## src/rtl/countdown_timer_bcd_pkg.sv

```systemverilog
// Shared types and constants for the BCD countdown timer: state encoding,
// active-low 7-segment table and the compile-time binary-to-BCD helper.
package countdown_pkg;

  typedef enum logic [1:0] {
    IDLE    = 2'd0,
    RUN     = 2'd1,
    PAUSED  = 2'd2,
    EXPIRED = 2'd3
  } state_t;

  localparam logic [6:0] SEG_BLANK = 7'b1111111;

  // Segments g..a, active low; entry 9 first so index n holds digit n.
  localparam logic [9:0][6:0] SEG_TABLE = {
    7'b0010000, 7'b0000000, 7'b1111000, 7'b0000010, 7'b0010010,
    7'b0011001, 7'b0110000, 7'b0100100, 7'b1111001, 7'b1000000
  };

  function automatic logic [6:0] seg_decode(input logic [3:0] digit);
    logic [6:0] seg;
    if (digit <= 4'd9) begin
      seg = SEG_TABLE[digit];
    end else begin
      seg = SEG_BLANK;
    end
    return seg;
  endfunction

  function automatic logic [15:0] bin2bcd(input int value, input int ndigits);
    logic [15:0] res;
    int          v;
    res = 16'd0;
    v   = value;
    for (int i = 0; i < 4; i++) begin
      if (i < ndigits) begin
        res[i*4 +: 4] = 4'(v % 10);
        v             = v / 10;
      end else begin
        res[i*4 +: 4] = 4'd0;
      end
    end
    return res;
  endfunction

endpackage

```

## src/rtl/countdown_timer_bcd_tick_prescaler.sv

```systemverilog
// Free-running divider that emits a one-cycle tick every TICK_DIV enabled
// cycles; holds its count while disabled so a paused timer resumes mid-period.
module tick_prescaler
  import countdown_pkg::*;
#(
  parameter int TICK_DIV = 50000000
) (
  input  logic Clk,
  input  logic rst,
  input  logic en,
  input  logic clr,
  output logic tick
);

  localparam int            CW   = (TICK_DIV > 2) ? $clog2(TICK_DIV) : 1;
  localparam logic [CW-1:0] LAST = CW'(TICK_DIV - 1);

  logic [CW-1:0] r_cnt;

  assign tick = en && (r_cnt == LAST);

  // Period counter; clear has priority, wraps to zero on the tick edge.
  always_ff @(posedge Clk or posedge rst) begin
    if (rst) begin
      r_cnt <= '0;
    end else if (clr) begin
      r_cnt <= '0;
    end else if (tick) begin
      r_cnt <= '0;
    end else if (en) begin
      r_cnt <= r_cnt + CW'(1);
    end else begin
      r_cnt <= r_cnt;
    end
  end

endmodule

```

## src/rtl/countdown_timer_bcd.sv

```systemverilog
// N-digit BCD countdown timer with load/start/pause, optional auto-reload,
// registered status flags and active-low 7-segment outputs per digit.
module countdown_timer_bcd
  import countdown_pkg::*;
#(
  parameter int TICK_DIV    = 50000000,
  parameter int NUM_DIGITS  = 2,
  parameter int START_VALUE = 30,
  parameter int AUTO_RELOAD = 0,
  parameter int BLANK_LZ    = 0
) (
  input  logic                    Clk,
  input  logic                    rst,
  input  logic                    load,
  input  logic [4*NUM_DIGITS-1:0] load_value,
  input  logic                    start,
  input  logic                    pause,
  output logic [4*NUM_DIGITS-1:0] bcd_out,
  output logic [7*NUM_DIGITS-1:0] display,
  output logic                    running,
  output logic                    time_out
);

  localparam int           W         = 4 * NUM_DIGITS;
  localparam logic [W-1:0] START_BCD = W'(bin2bcd(START_VALUE, NUM_DIGITS));
  localparam logic [W-1:0] BCD_ONE   = W'(1);

  function automatic logic [W-1:0] clamp_bcd(input logic [W-1:0] v);
    logic [W-1:0] r;
    r = v;
    for (int i = 0; i < NUM_DIGITS; i++) begin
      if (v[i*4 +: 4] > 4'd9) begin
        r[i*4 +: 4] = 4'd9;
      end else begin
        r[i*4 +: 4] = v[i*4 +: 4];
      end
    end
    return r;
  endfunction

  // Ripple-borrow decrement that saturates at zero.
  function automatic logic [W-1:0] bcd_dec(input logic [W-1:0] v);
    logic [W-1:0] r;
    logic         borrow;
    r      = v;
    borrow = (v != '0);
    for (int i = 0; i < NUM_DIGITS; i++) begin
      if (borrow && (v[i*4 +: 4] == 4'd0)) begin
        r[i*4 +: 4] = 4'd9;
      end else if (borrow) begin
        r[i*4 +: 4] = v[i*4 +: 4] - 4'd1;
        borrow      = 1'b0;
      end else begin
        r[i*4 +: 4] = v[i*4 +: 4];
      end
    end
    return r;
  endfunction

  state_t       r_state;
  state_t       w_state_nxt;
  logic [W-1:0] r_count;
  logic [W-1:0] w_count_nxt;
  logic         r_running;
  logic         r_time_out;
  logic         w_reload;
  logic         w_tick;
  logic         w_pre_en;
  logic         w_pre_clr;

  assign w_pre_en  = (r_state == RUN) && !load && !pause;
  assign w_pre_clr = load || ((r_state == IDLE) && start);

  tick_prescaler #(
    .TICK_DIV(TICK_DIV)
  ) u_prescaler (
    .Clk (Clk),
    .rst (rst),
    .en  (w_pre_en),
    .clr (w_pre_clr),
    .tick(w_tick)
  );

  // State, count and status registers.
  always_ff @(posedge Clk or posedge rst) begin
    if (rst) begin
      r_state    <= IDLE;
      r_count    <= START_BCD;
      r_running  <= 1'b0;
      r_time_out <= 1'b0;
    end else begin
      r_state    <= w_state_nxt;
      r_count    <= w_count_nxt;
      r_running  <= (w_state_nxt == RUN);
      r_time_out <= (w_state_nxt == EXPIRED) || w_reload;
    end
  end

  // Next-state and next-count; load overrides every state.
  always_comb begin
    w_state_nxt = r_state;
    w_count_nxt = r_count;
    w_reload    = 1'b0;
    if (load) begin
      w_count_nxt = clamp_bcd(load_value);
      w_state_nxt = IDLE;
    end else begin
      case (r_state)
        IDLE: begin
          if (start) begin
            w_state_nxt = (r_count != '0) ? RUN : EXPIRED;
          end else begin
            w_state_nxt = IDLE;
          end
        end
        RUN: begin
          if (pause) begin
            w_state_nxt = PAUSED;
          end else if (w_tick && (r_count == BCD_ONE)) begin
            if (AUTO_RELOAD != 0) begin
              w_count_nxt = START_BCD;
              w_reload    = 1'b1;
            end else begin
              w_count_nxt = '0;
              w_state_nxt = EXPIRED;
            end
          end else if (w_tick) begin
            w_count_nxt = bcd_dec(r_count);
          end else begin
            w_state_nxt = RUN;
          end
        end
        PAUSED: begin
          if (start) begin
            w_state_nxt = RUN;
          end else begin
            w_state_nxt = PAUSED;
          end
        end
        EXPIRED: w_state_nxt = EXPIRED;
        default: w_state_nxt = IDLE;
      endcase
    end
  end

  // Segment decode, scanning from the top digit to track leading zeros.
  always_comb begin : seg_blk
    logic w_lead_zero;
    w_lead_zero = 1'b1;
    display     = '1;
    for (int i = NUM_DIGITS - 1; i >= 0; i--) begin
      if ((BLANK_LZ != 0) && (i != 0) && w_lead_zero && (r_count[i*4 +: 4] == 4'd0)) begin
        display[i*7 +: 7] = SEG_BLANK;
      end else begin
        display[i*7 +: 7] = seg_decode(r_count[i*4 +: 4]);
      end
      if (r_count[i*4 +: 4] != 4'd0) begin
        w_lead_zero = 1'b0;
      end else begin
        w_lead_zero = w_lead_zero;
      end
    end
  end

  assign bcd_out  = r_count;
  assign running  = r_running;
  assign time_out = r_time_out;

endmodule

```

## config.mk

```make
export PLATFORM = sky130hd
export DESIGN_NAME = countdown_timer_bcd
export DESIGN_NICKNAME = d
export VERILOG_FILES = /design/src/rtl/countdown_timer_bcd_pkg.sv /design/src/rtl/countdown_timer_bcd_tick_prescaler.sv /design/src/rtl/countdown_timer_bcd.sv
export SDC_FILE = /design/constraint.sdc
export NUM_CORES = 1
export LEC_CHECK = 0
export ABC_CLOCK_PERIOD_IN_PS = 6400
export BUFFER_PORTS_ARGS = -buffer_cell sky130_fd_sc_hd__buf_2
export CORE_UTILIZATION = 62
export DETAILED_ROUTE_END_ITERATION = 6
export GPL_ROUTABILITY_DRIVEN = 0
export HOLD_SLACK_MARGIN = 0.02
export PLACE_DENSITY = 0.91
export SYNTH_ARGS = -nofsm -noshare
export SYNTH_HDL_FRONTEND = slang
export SYNTH_SLANG_ARGS = --single-unit
```

## constraint.sdc

```tcl
create_clock -name Clk -period 6.4 [get_ports Clk]
set_input_delay 1.28 -clock Clk [delete_from_list [all_inputs] [get_ports Clk]]
set_output_delay 1.28 -clock Clk [all_outputs]
set_load 0.02 [all_outputs]
```

# --- After elaboration in Yosys (flattened, before gate mapping) ---
# Memories as Yosys holds them, arrays and structs flattened.
# Index checks and enable logic that the tools add are counted.
word_totals:
  romBits: 224
  latchBits: 0
  memories: 2
  word_cells: 78
  regBits: 38
  mem_bits_rw: 0
  inputBits: 13
memory_table:
  columns: ["name", "depth", "width", "rd", "rd_ports_with_merged_regs", "wr", "line", "text"]
  rows:
  - ["(no name shown)", 16, 7, 1, 0, 0, "countdown_timer_bcd_pkg.sv:23", "seg = SEG_TABLE[digit];"]
  - ["(no name shown)", 16, 7, 1, 0, 0, "countdown_timer_bcd_pkg.sv:23", null]
classes:
  shifts: 0
  eq_ne: 8
  bitwise_logic: 0
  div_mod_pow: 0
  order_cmp: 6
  n_addsub: 3
  mul: 0
  n_reduce_logical: 21
  muxes: 32
op_table:
  columns: ["cell", "n"]
  rows:
  - ["26-bit two-way mux", 3]
  - ["8-bit two-way mux", 5]
  - ["7-bit two-way mux", 4]
  - ["26-bit by 1-bit adder with 26-bit output, second input constant", 1]
  - ["26-bit equality test, second input constant", 1]
  - ["4-bit two-way mux", 6]
  - ["2-bit two-way mux", 7]
  - ["4-bit by 5-bit less-than comparator with 1-bit output, second input constant", 2]
  - ["8-bit by 1-bit equality test with 1-bit output, second input constant", 1]
  - ["4-bit greater-than comparator, second input constant", 2]
  - ["4-bit less-or-equal comparator, second input constant", 2]
  - ["4-bit zero test", 2]
  - ["2-bit one-hot mux with 4 select lines", 1]
  - ["4-bit AND reduction", 2]
  - ["4-bit nonzero test", 2]
  - ["8-bit nonzero test", 1]
  - ["4-bit by 1-bit subtractor with 4-bit output, second input constant", 2]
  - ["1-bit logical AND", 7]
  - ["2-bit equality test, second input constant", 3]
  - ["1-bit two-way mux", 6]
  - ["3-bit nonzero test", 2]
  - ["2-bit by 1-bit equality test with 1-bit output, second input constant", 2]
  - ["1-bit zero test", 2]
  - ["2-bit zero test", 1]
  - ["other kinds (3)", 3]

# --- Depth between registers and ports, before layout ---
# Gate-level depths: netlist (run 1).
logic_depth:
  word_depth: 16
  depth_mapped: 8

# --- By module ---
# A second synthesis (run 1) with hierarchy kept.
unflattened:
  hier_cells: 301
  hier_area_um2: 2570.0
modules_own_cells:
  columns: ["module", "cells_each", "instances", "area_per_inst_um2"]
  rows:
  - ["tick_prescaler", 154, 1, 1403.8]
  - ["countdown_timer_bcd", 147, 1, 1166.1]

# --- Worst setup path before layout (run 1) ---
# No wires, ideal clock.
synth_timing:
  path_type: "reg2out"
  from: "register r_count[0], in the netlist bcd_out[0]"
  to: "output port display[4]"
  slack_ns: 3.367
  stages_incl_launch_ff: 7
  arrival_ns: 1.753
  path_cell_list: "dfrtp_1 -> inv_1 -> ha_1 -> clkbuf_1 -> nor3_1 -> nor2_1 -> a32oi_1"
synth_via:
  elab_chain_len: 3
  elab_cells_between_ends: 4
  classes_between: "order compare: 1; mux: 2; memory: 1"
synth_lines:
  columns: ["element", "line", "text"]
  rows:
  - ["from (decl)", "countdown_timer_bcd.sv:62", "logic [W-1:0] r_count;"]
  - ["from (signal assigned)", "countdown_timer_bcd.sv:93", "r_count <= w_count_nxt;"]
  - ["memory read 16 x 7 bit", null, null]
  - ["7-bit two-way mux (implied by the code)", "countdown_timer_bcd_pkg.sv:23", null]
  - ["7-bit two-way mux *", "countdown_timer_bcd_pkg.sv:22", "if (digit <= 4'd9) begin"]
  - ["to (decl)", "countdown_timer_bcd.sv:19", "output logic [7*NUM_DIGITS-1:0] display,"]
# Every way passes the cells marked *; elsewhere a longest branch is shown, timed or not. The select of a mux whose other input is x is not followed.

# --- Worst setup path in the final report (run 1) ---
layout_timing:
  from: "input port load"
  to: "register u_prescaler.r_cnt[14]"
layout_via:
  elab_chain_len: 6
  elab_cells_between_ends: 8
  classes_between: "mux: 2; reduce/logical: 6"
layout_lines:
  columns: ["element", "line", "text"]
  rows:
  - ["from (decl)", "countdown_timer_bcd.sv:14", "input logic load,"]
  - ["1-bit zero test", "countdown_timer_bcd.sv:71", "assign w_pre_en = (r_state == RUN) && !load && !pause;"]
  - ["1-bit logical AND (2 in series)", "countdown_timer_bcd.sv:71", null]
  - ["1-bit logical AND", "countdown_timer_bcd_tick_prescaler.sv:20", "assign tick = en && (r_cnt == LAST);"]
  - ["26-bit two-way mux", "countdown_timer_bcd_tick_prescaler.sv:28", "end else if (tick) begin"]
  - ["26-bit two-way mux", "countdown_timer_bcd_tick_prescaler.sv:26", "end else if (clr) begin"]
  - ["to (signal assigned)", "countdown_timer_bcd_tick_prescaler.sv:31", "r_cnt <= r_cnt + CW'(1);"]
  - ["to (signal assigned)", "countdown_timer_bcd_tick_prescaler.sv:33", "r_cnt <= r_cnt;"]
  - ["to (decl)", "countdown_timer_bcd_tick_prescaler.sv:18", "logic [CW-1:0] r_cnt;"]
# Parallel ways exist; a longest one is shown, timed or not.
# A chain may end at the register's enable or synchronous reset.

==> results of run 1 <==
## worst max-delay path by stage
stage | startpoint | to | slack (ns) | depth (start not counted)
2_1_floorplan | bcd_out[0] | display[4] | 3.37 | 6
6_report | load | u_prescaler.r_cnt[14] | 2.87 | 7
3_5_place_dp | load | u_prescaler.r_cnt[14] | 2.62 | 7
5_1_grt | load | u_prescaler.r_cnt[14] | 2.72 | 7
4_1_cts | load | u_prescaler.r_cnt[14] | 2.91 | 7
3_3_place_gp | load | u_prescaler.r_cnt[14] | 2.76 | 7
## flip-flops by register name (all words and copies together) (netlist names)
| name | cells |
|---|---|
| u_prescaler.r_cnt | 26 |
| bcd_out | 8 |
| r_state | 2 |
| time_out | 1 |
| running | 1 |
## placed cells by master, fill, tap and decap left out, types with 3 or more instances in the layout
cell type	Yosys	final
nor3b_1	3	3
a31oi_1	7	7
o211ai_1	9	9
dfrtp_1	36	36
buf_2	0	36
nand3b_1	4	4
clkbuf_8	0	5
xor2_1	13	13
nand4_1	8	8
and4_1	6	6
a21oi_1	12	12
o2111ai_1	8	8
nor4_1	5	5
a32oi_1	6	6
nor2_1	36	36
mux2i_1	3	3
o211ai_2	3	3
inv_1	15	15
a311oi_1	3	3
nand2_1	27	27
nand3_1	13	13
and2_1	3	3
or3_1	3	3
nor3_1	8	8
and3_1	7	7
buf_4	0	3
clkbuf_1	13	3
ha_1	10	10
o21ai_0	18	18
## cell type report
class / instances / area, um^2 / area share
inverter: 16 / 60.1 / 0.0205
multi-input combinational: 244 / 1570 / 0.536
tap: 50 / 62.6 / 0.0214
sequential: 38 / 953 / 0.326
timing repair buffer: 39 / 203 / 0.0693
clock buffer: 8 / 80.1 / 0.0274
## worst register-to-register path: stages, from the launching register on
cell and delay, ns:
dfrtp_1 0.43, ha_1 0.23, nand4_1 0.19, or4b_4 0.60, or2_1 0.53, o211ai_2 0.42
a311oi_1 0.12
## logic make-up after synthesis
| logic type | after synthesis | share of synthesized area |
|---|---|---|
| buffers and inverters | 33 | 0.0575 |
| muxes | 3 | 0.0112 |
| and+or+nand+nor | 136 | 0.271 |
| adders and majority gates | 10 | 0.0468 |
| DFF | 38 | 0.356 |
| AOI/OAI and AO/OA | 81 | 0.211 |
| xor gates and xnor gates | 14 | 0.0458 |
## per-stage QoR
| stage | power, W | hold slack, ns | std cells | instance area (um^2) | util |
|---|---|---|---|---|---|
| after floorplan | 0.000376 | 0.465 | 315 | 2680 | - |
| after global placement | 0.000417 | 0.511 | 387 | 2850 | 0.702 |
| after detailed placement | 0.000421 | 0.523 | 387 | 2850 | 0.702 |
| after CTS | 0.000579 | 0.536 | 395 | 2930 | 0.721 |
| after global routing | 0.000610 | 0.567 | 395 | 2930 | 0.721 |
| final | 0.000578 | 0.535 | 395 | 2930 | 0.721 |
## power by group
part,internal [W],total (W),switching (W)
Sequential,0.000249,0.000263,0.0000144
Clock,0.0000774,0.000161,0.0000836
Combinational,0.0000518,0.000154,0.000102
## layer usage
metal | GRT usage | share of wire
met1 | 0.349 | 0.45
met2 | 0.509 | 0.49
met5 | 0 | 0
met3 | 0.0591 | 0.042
met4 | 0.128 | 0.016
==> qor.yml, run 1 <==
cells_and_area:
  syn2layout_area_growth_pct: 9.40
  nNetsFinal: 367
  fillCellCount: 321
  diodes: 0
  drive_gt1_frac: 0.157
sta:
  finalHoldViolCount: 0
  setup_slack_ns: 2.87
  worstMarginPinSlew_ns: 0.759
  slew_headroom: 0.494
  fin_crit_sh: 0.552
  rsz0062_at_grt: "false"
  fin_crit_ns: 3.53
  setup_violations: 0
  fmax_mhz: 283
  finalMaxSlewViolations: 0
  tns_ns: 0
  clock_skew_ns: 0.0106
setup_path:
  cp_top_family: "compound AO/OA/AOI/OAI gates"
  crit_arrival_ns: 3.72
  crit_fanout: 33
  worstPathCellList: "buf_2, nor4b_2, buf_4, nand4_1, or2_1, o211ai_2, a311oi_1"
  reg2reg_slack_ns: 3.73
  cpMaxStageDelayCell: "or2_1"
  cp-end-kind: "register"
  critPathKind: "in2reg"
  ff2ff_path_depth: 6
  cp.required_ns: 6.59
  reg2reg_to: "u_prescaler.r_cnt[14]"
  critical-path-max-stage-delay_ns: 0.62
  start_kind: "input pin"
  cp_num_buf_inv: 2
  r2r_start: "u_prescaler.r_cnt[0]"
min_path:
  hold_path.class: "reg2reg"
  hold_start: "u_prescaler.r_cnt[24]"
  hold_path_depth: 1
  whs_endpoint: "u_prescaler.r_cnt[24]"
logic_synthesis:
  netlist_instances: 315
  yosysWarnings: 0
  syn_nets: 338
  synth_edf_count: 0
  synth.area.top_cells: "dfrtp_1 34%, nor2_1 5.1%, ha_1 4.7%"
  ys_ff_latch: 38
  synth-async-reset-ratio: 1.00
  netlist.area_leader.share: 0.337
  ys_seq_area_frac: 0.356
  synth.distinct_cells: 51
  synth_area_per_cell_um2: 8.49
  synth_flop_cell: "dfrtp_1"
  syn-cell-area_um2: 2680
  synth_area_leader_cell: "dfrtp_1"
  synth_common_cells: "36 x dfrtp_1, 36 x nor2_1, 27 x nand2_1, 18 x o21ai_0, 15 x inv_1"
cts:
  numCtsBuffers: 5
  clock_latency_ns: 0.30
  clk_pin_slew_worst_paths_ns: 0.07
  htreeDepth: 2
  postCtsHoldBufs: 0
  cts.sinks: 38
  cts_resized: 0
  clock_path_buffers: 2
  cts_setup_buffers: 0
  cts_tree: "yes"
  ctsRootBufferMaster: "clkbuf_8"
place:
  hpwl_um: 4250
  dp_slack_ns: 2.62
  io_buffers: 36
grt:
  grt_pass1_vias: 2305
  grtUsageTotal: 0.294
  antenna_found_initial: 0
  grt_overflow: 0
  grt_max_degree: 39
  grt_pass1_wl_um: 10100
drt:
  wirelength_um: 5960
  antenna_left: 0
  remaining_drc_errors: 0
  drt_iter0_markers: 174
  vias_per_cell: 6.32
  wire_per_inst_um: 15.1
  drt_first_pass_iters: 4
  vias: 2497
floorplanning:
  initial_core_util: 0.659
  die_h_um: 67.7
  rows: 23
  die_area_um2: 4580
  io_pins: 37
  die_x_um: 67.7
  coreArea_um2: 4060
power:
  max-vdd-ir-drop_uv: 120
  power_density_nw_per_um2: 197
  p_leak_nw: 1.25
run_status:
  outcome: "finished clean"
flow_run:
  drv_cap: 0
Note: power is estimated with default switching activity, not from simulation.
==> run 2, diff against run 1 <==
- ABC_CLOCK_PERIOD_IN_PS: 6400 -> 3300
- CORE_UTILIZATION: 62 -> 58
- PLACE_DENSITY: 0.91 -> 0.86
- clock period: 6.4 -> 3.3 ns (I/O delays scaled with it)
==> run 2 against run 1 <==
Compared with the run above: highest routed layer unchanged; clock power grew 110%; critical path depth is 1 lower; cell count grew 0.76%; first-iteration DRC count down 15%.
==> qor.yml, run 2 (synthesized netlist as in run 1, its figures left out) <==
setup_path:
  cp-end-kind: "output pin"
  r2r_start: "u_prescaler.r_cnt[0]"
  ff2ff_path_depth: 6
  worstPathCellList: "inv_1, ha_1, nor3_1, nor2_1, a32oi_1, buf_2"
  crit_arrival_ns: 2.07
  cpMaxStageDelayCell: "dfstp_2"
  reg2reg_to: "u_prescaler.r_cnt[25]"
  start_kind: "register"
  cp.required_ns: 2.64
  crit_fanout: 7
  critPathKind: "reg2out"
  critical-path-max-stage-delay_ns: 0.62
  reg2reg_slack_ns: 0.66
drt:
  drt_first_pass_iters: 4
  wirelength_um: 6070
  vias: 2530
  drt_iter0_markers: 148
  vias_per_cell: 6.36
  remaining_drc_errors: 0
  wire_per_inst_um: 15.2
  antenna_left: 0
place:
  io_buffers: 36
  hpwl_um: 4470
power:
  total_power_w: 0.00115
  max-vdd-ir-drop_uv: 283
  power_density_nw_per_um2: 388
  p_leak_nw: 1.26
cts:
  ctsRootBufferMaster: "clkbuf_8"
  numCtsBuffers: 5
  clock_path_buffers: 2
  clk_pin_slew_worst_paths_ns: 0.08
  cts_tree: "yes"
  cts.sinks: 38
  htreeDepth: 2
  cts_setup_buffers: 0
  postCtsHoldBufs: 0
  clock_latency_ns: 0.30
  cts_resized: 0
floorplanning:
  die_area_um2: 4890
  initial_core_util: 0.610
  coreArea_um2: 4380
  io_pins: 37
  die_x_um: 69.9
  die_h_um: 69.9
  rows: 24
sta:
  fin_crit_ns: 2.73
  finalHoldViolCount: 0
  tns_ns: 0
  worstMarginPinSlew_ns: 0.796
  setup_violations: 0
  fin_crit_sh: 0.826
  clock_skew_ns: 0.00870
  rsz0062_at_grt: "false"
  slew_headroom: 0.469
  fmax_mhz: 367
  finalMaxSlewViolations: 0
cells_and_area:
  regMostFlops: "u_prescaler.r_cnt"
  multi_input_area_um2: 1570
  diodes: 0
  syn2layout_area_growth_pct: 10.3
  fillCellCount: 353
  largest_reg_flops: 26
  mostFrequentLayoutCells: "36 x nor2_1, 36 x dfrtp_1, 36 x buf_2, 27 x nand2_1, 18 x o21ai_0"
  seqCellArea_um2: 953
  drive_gt1_frac: 0.168
  nNetsFinal: 368
grt:
  grtUsageTotal: 0.259
  grt_pass1_wl_um: 10300
  antenna_found_initial: 0
  grt_max_degree: 33
  grt_pass1_vias: 2420
  grt_overflow: 0
flow_run:
  drv_cap: 0
run_status:
  outcome: "finished clean"
min_path:
  hold_path.class: "in2async"
-- run 2: cell types whose count changed in the layout (fill, tap and decap cells not counted) --
| cell | previous run | this run |
|---|---|---|
| clkinv_2 | 0 | 1 |
| clkbuf_1 | 3 | 0 |
| clkbuf_8 | 5 | 6 |
| buf_4 | 3 | 4 |
| clkinvlp_4 | 0 | 1 |
-- run 2: where the power goes --
part | internal [W] | switching [W]
logic | 0.000101 | 0.000199
clock network | 0.000168 | 0.000165
registers | 0.000482 | 0.0000291
-- run 2: area by class of cell --
class / count / area share
Clock buffer: 6 / 0.0280
Timing Repair Buffer: 40 / 0.0712
Inverter: 16 / 0.0203
Sequential cell: 38 / 0.323
Tap cell: 52 / 0.0220
Multi-Input combinational cell: 244 / 0.531
Clock inverter: 2 / 0.00424
-- run 2: critical path: cells and delay by family (launching register included) --
family | cells | cell delay, ns
buf+inv | 2 | 0.30
compound gates | 1 | 0.17
flops | 1 | 0.62
fa+ha+maj | 1 | 0.24
simple gates | 2 | 0.44
-- run 2: worst max-delay path by stage --
stage | to | startpoint | cells past startpoint | slack [ns]
detailed placement | u_prescaler.r_cnt[9] | u_prescaler.r_cnt[0] | 6 | 0.67
global placement | u_prescaler.r_cnt[14] | u_prescaler.r_cnt[0] | 6 | 0.81
global route | display[11] | bcd_out[5] | 6 | 0.45
finish | display[11] | bcd_out[5] | 6 | 0.57
floorplan | display[4] | bcd_out[0] | 6 | 0.89
CTS | display[11] | bcd_out[5] | 6 | 0.60
-- run 2: per-layer routing --
metal / track usage / part of all wire / vias up
met3: 0.0577 / 0.054 / 18
met5: 0 / 0 / -
li1: - / - / 1226
met2: 0.446 / 0.50 / 86
met1: 0.314 / 0.42 / 1200
met4: 0.102 / 0.026 / 0
-- run 2: per-stage QoR --
stage / util / cells / hold slack, ns / worst slack (ns) / instance area [um^2]
5_1_grt: 0.673 / 398 / 0.516 / 0.449 / 2950
6_report: 0.673 / 398 / 0.461 / 0.573 / 2950
3_3_place_gp: 0.652 / 390 / 0.514 / 0.807 / 2860
2_1_floorplan: - / 315 / 0.465 / 0.887 / 2680
3_5_place_dp: 0.652 / 390 / 0.539 / 0.675 / 2860
4_1_cts: 0.673 / 398 / 0.486 / 0.599 / 2950
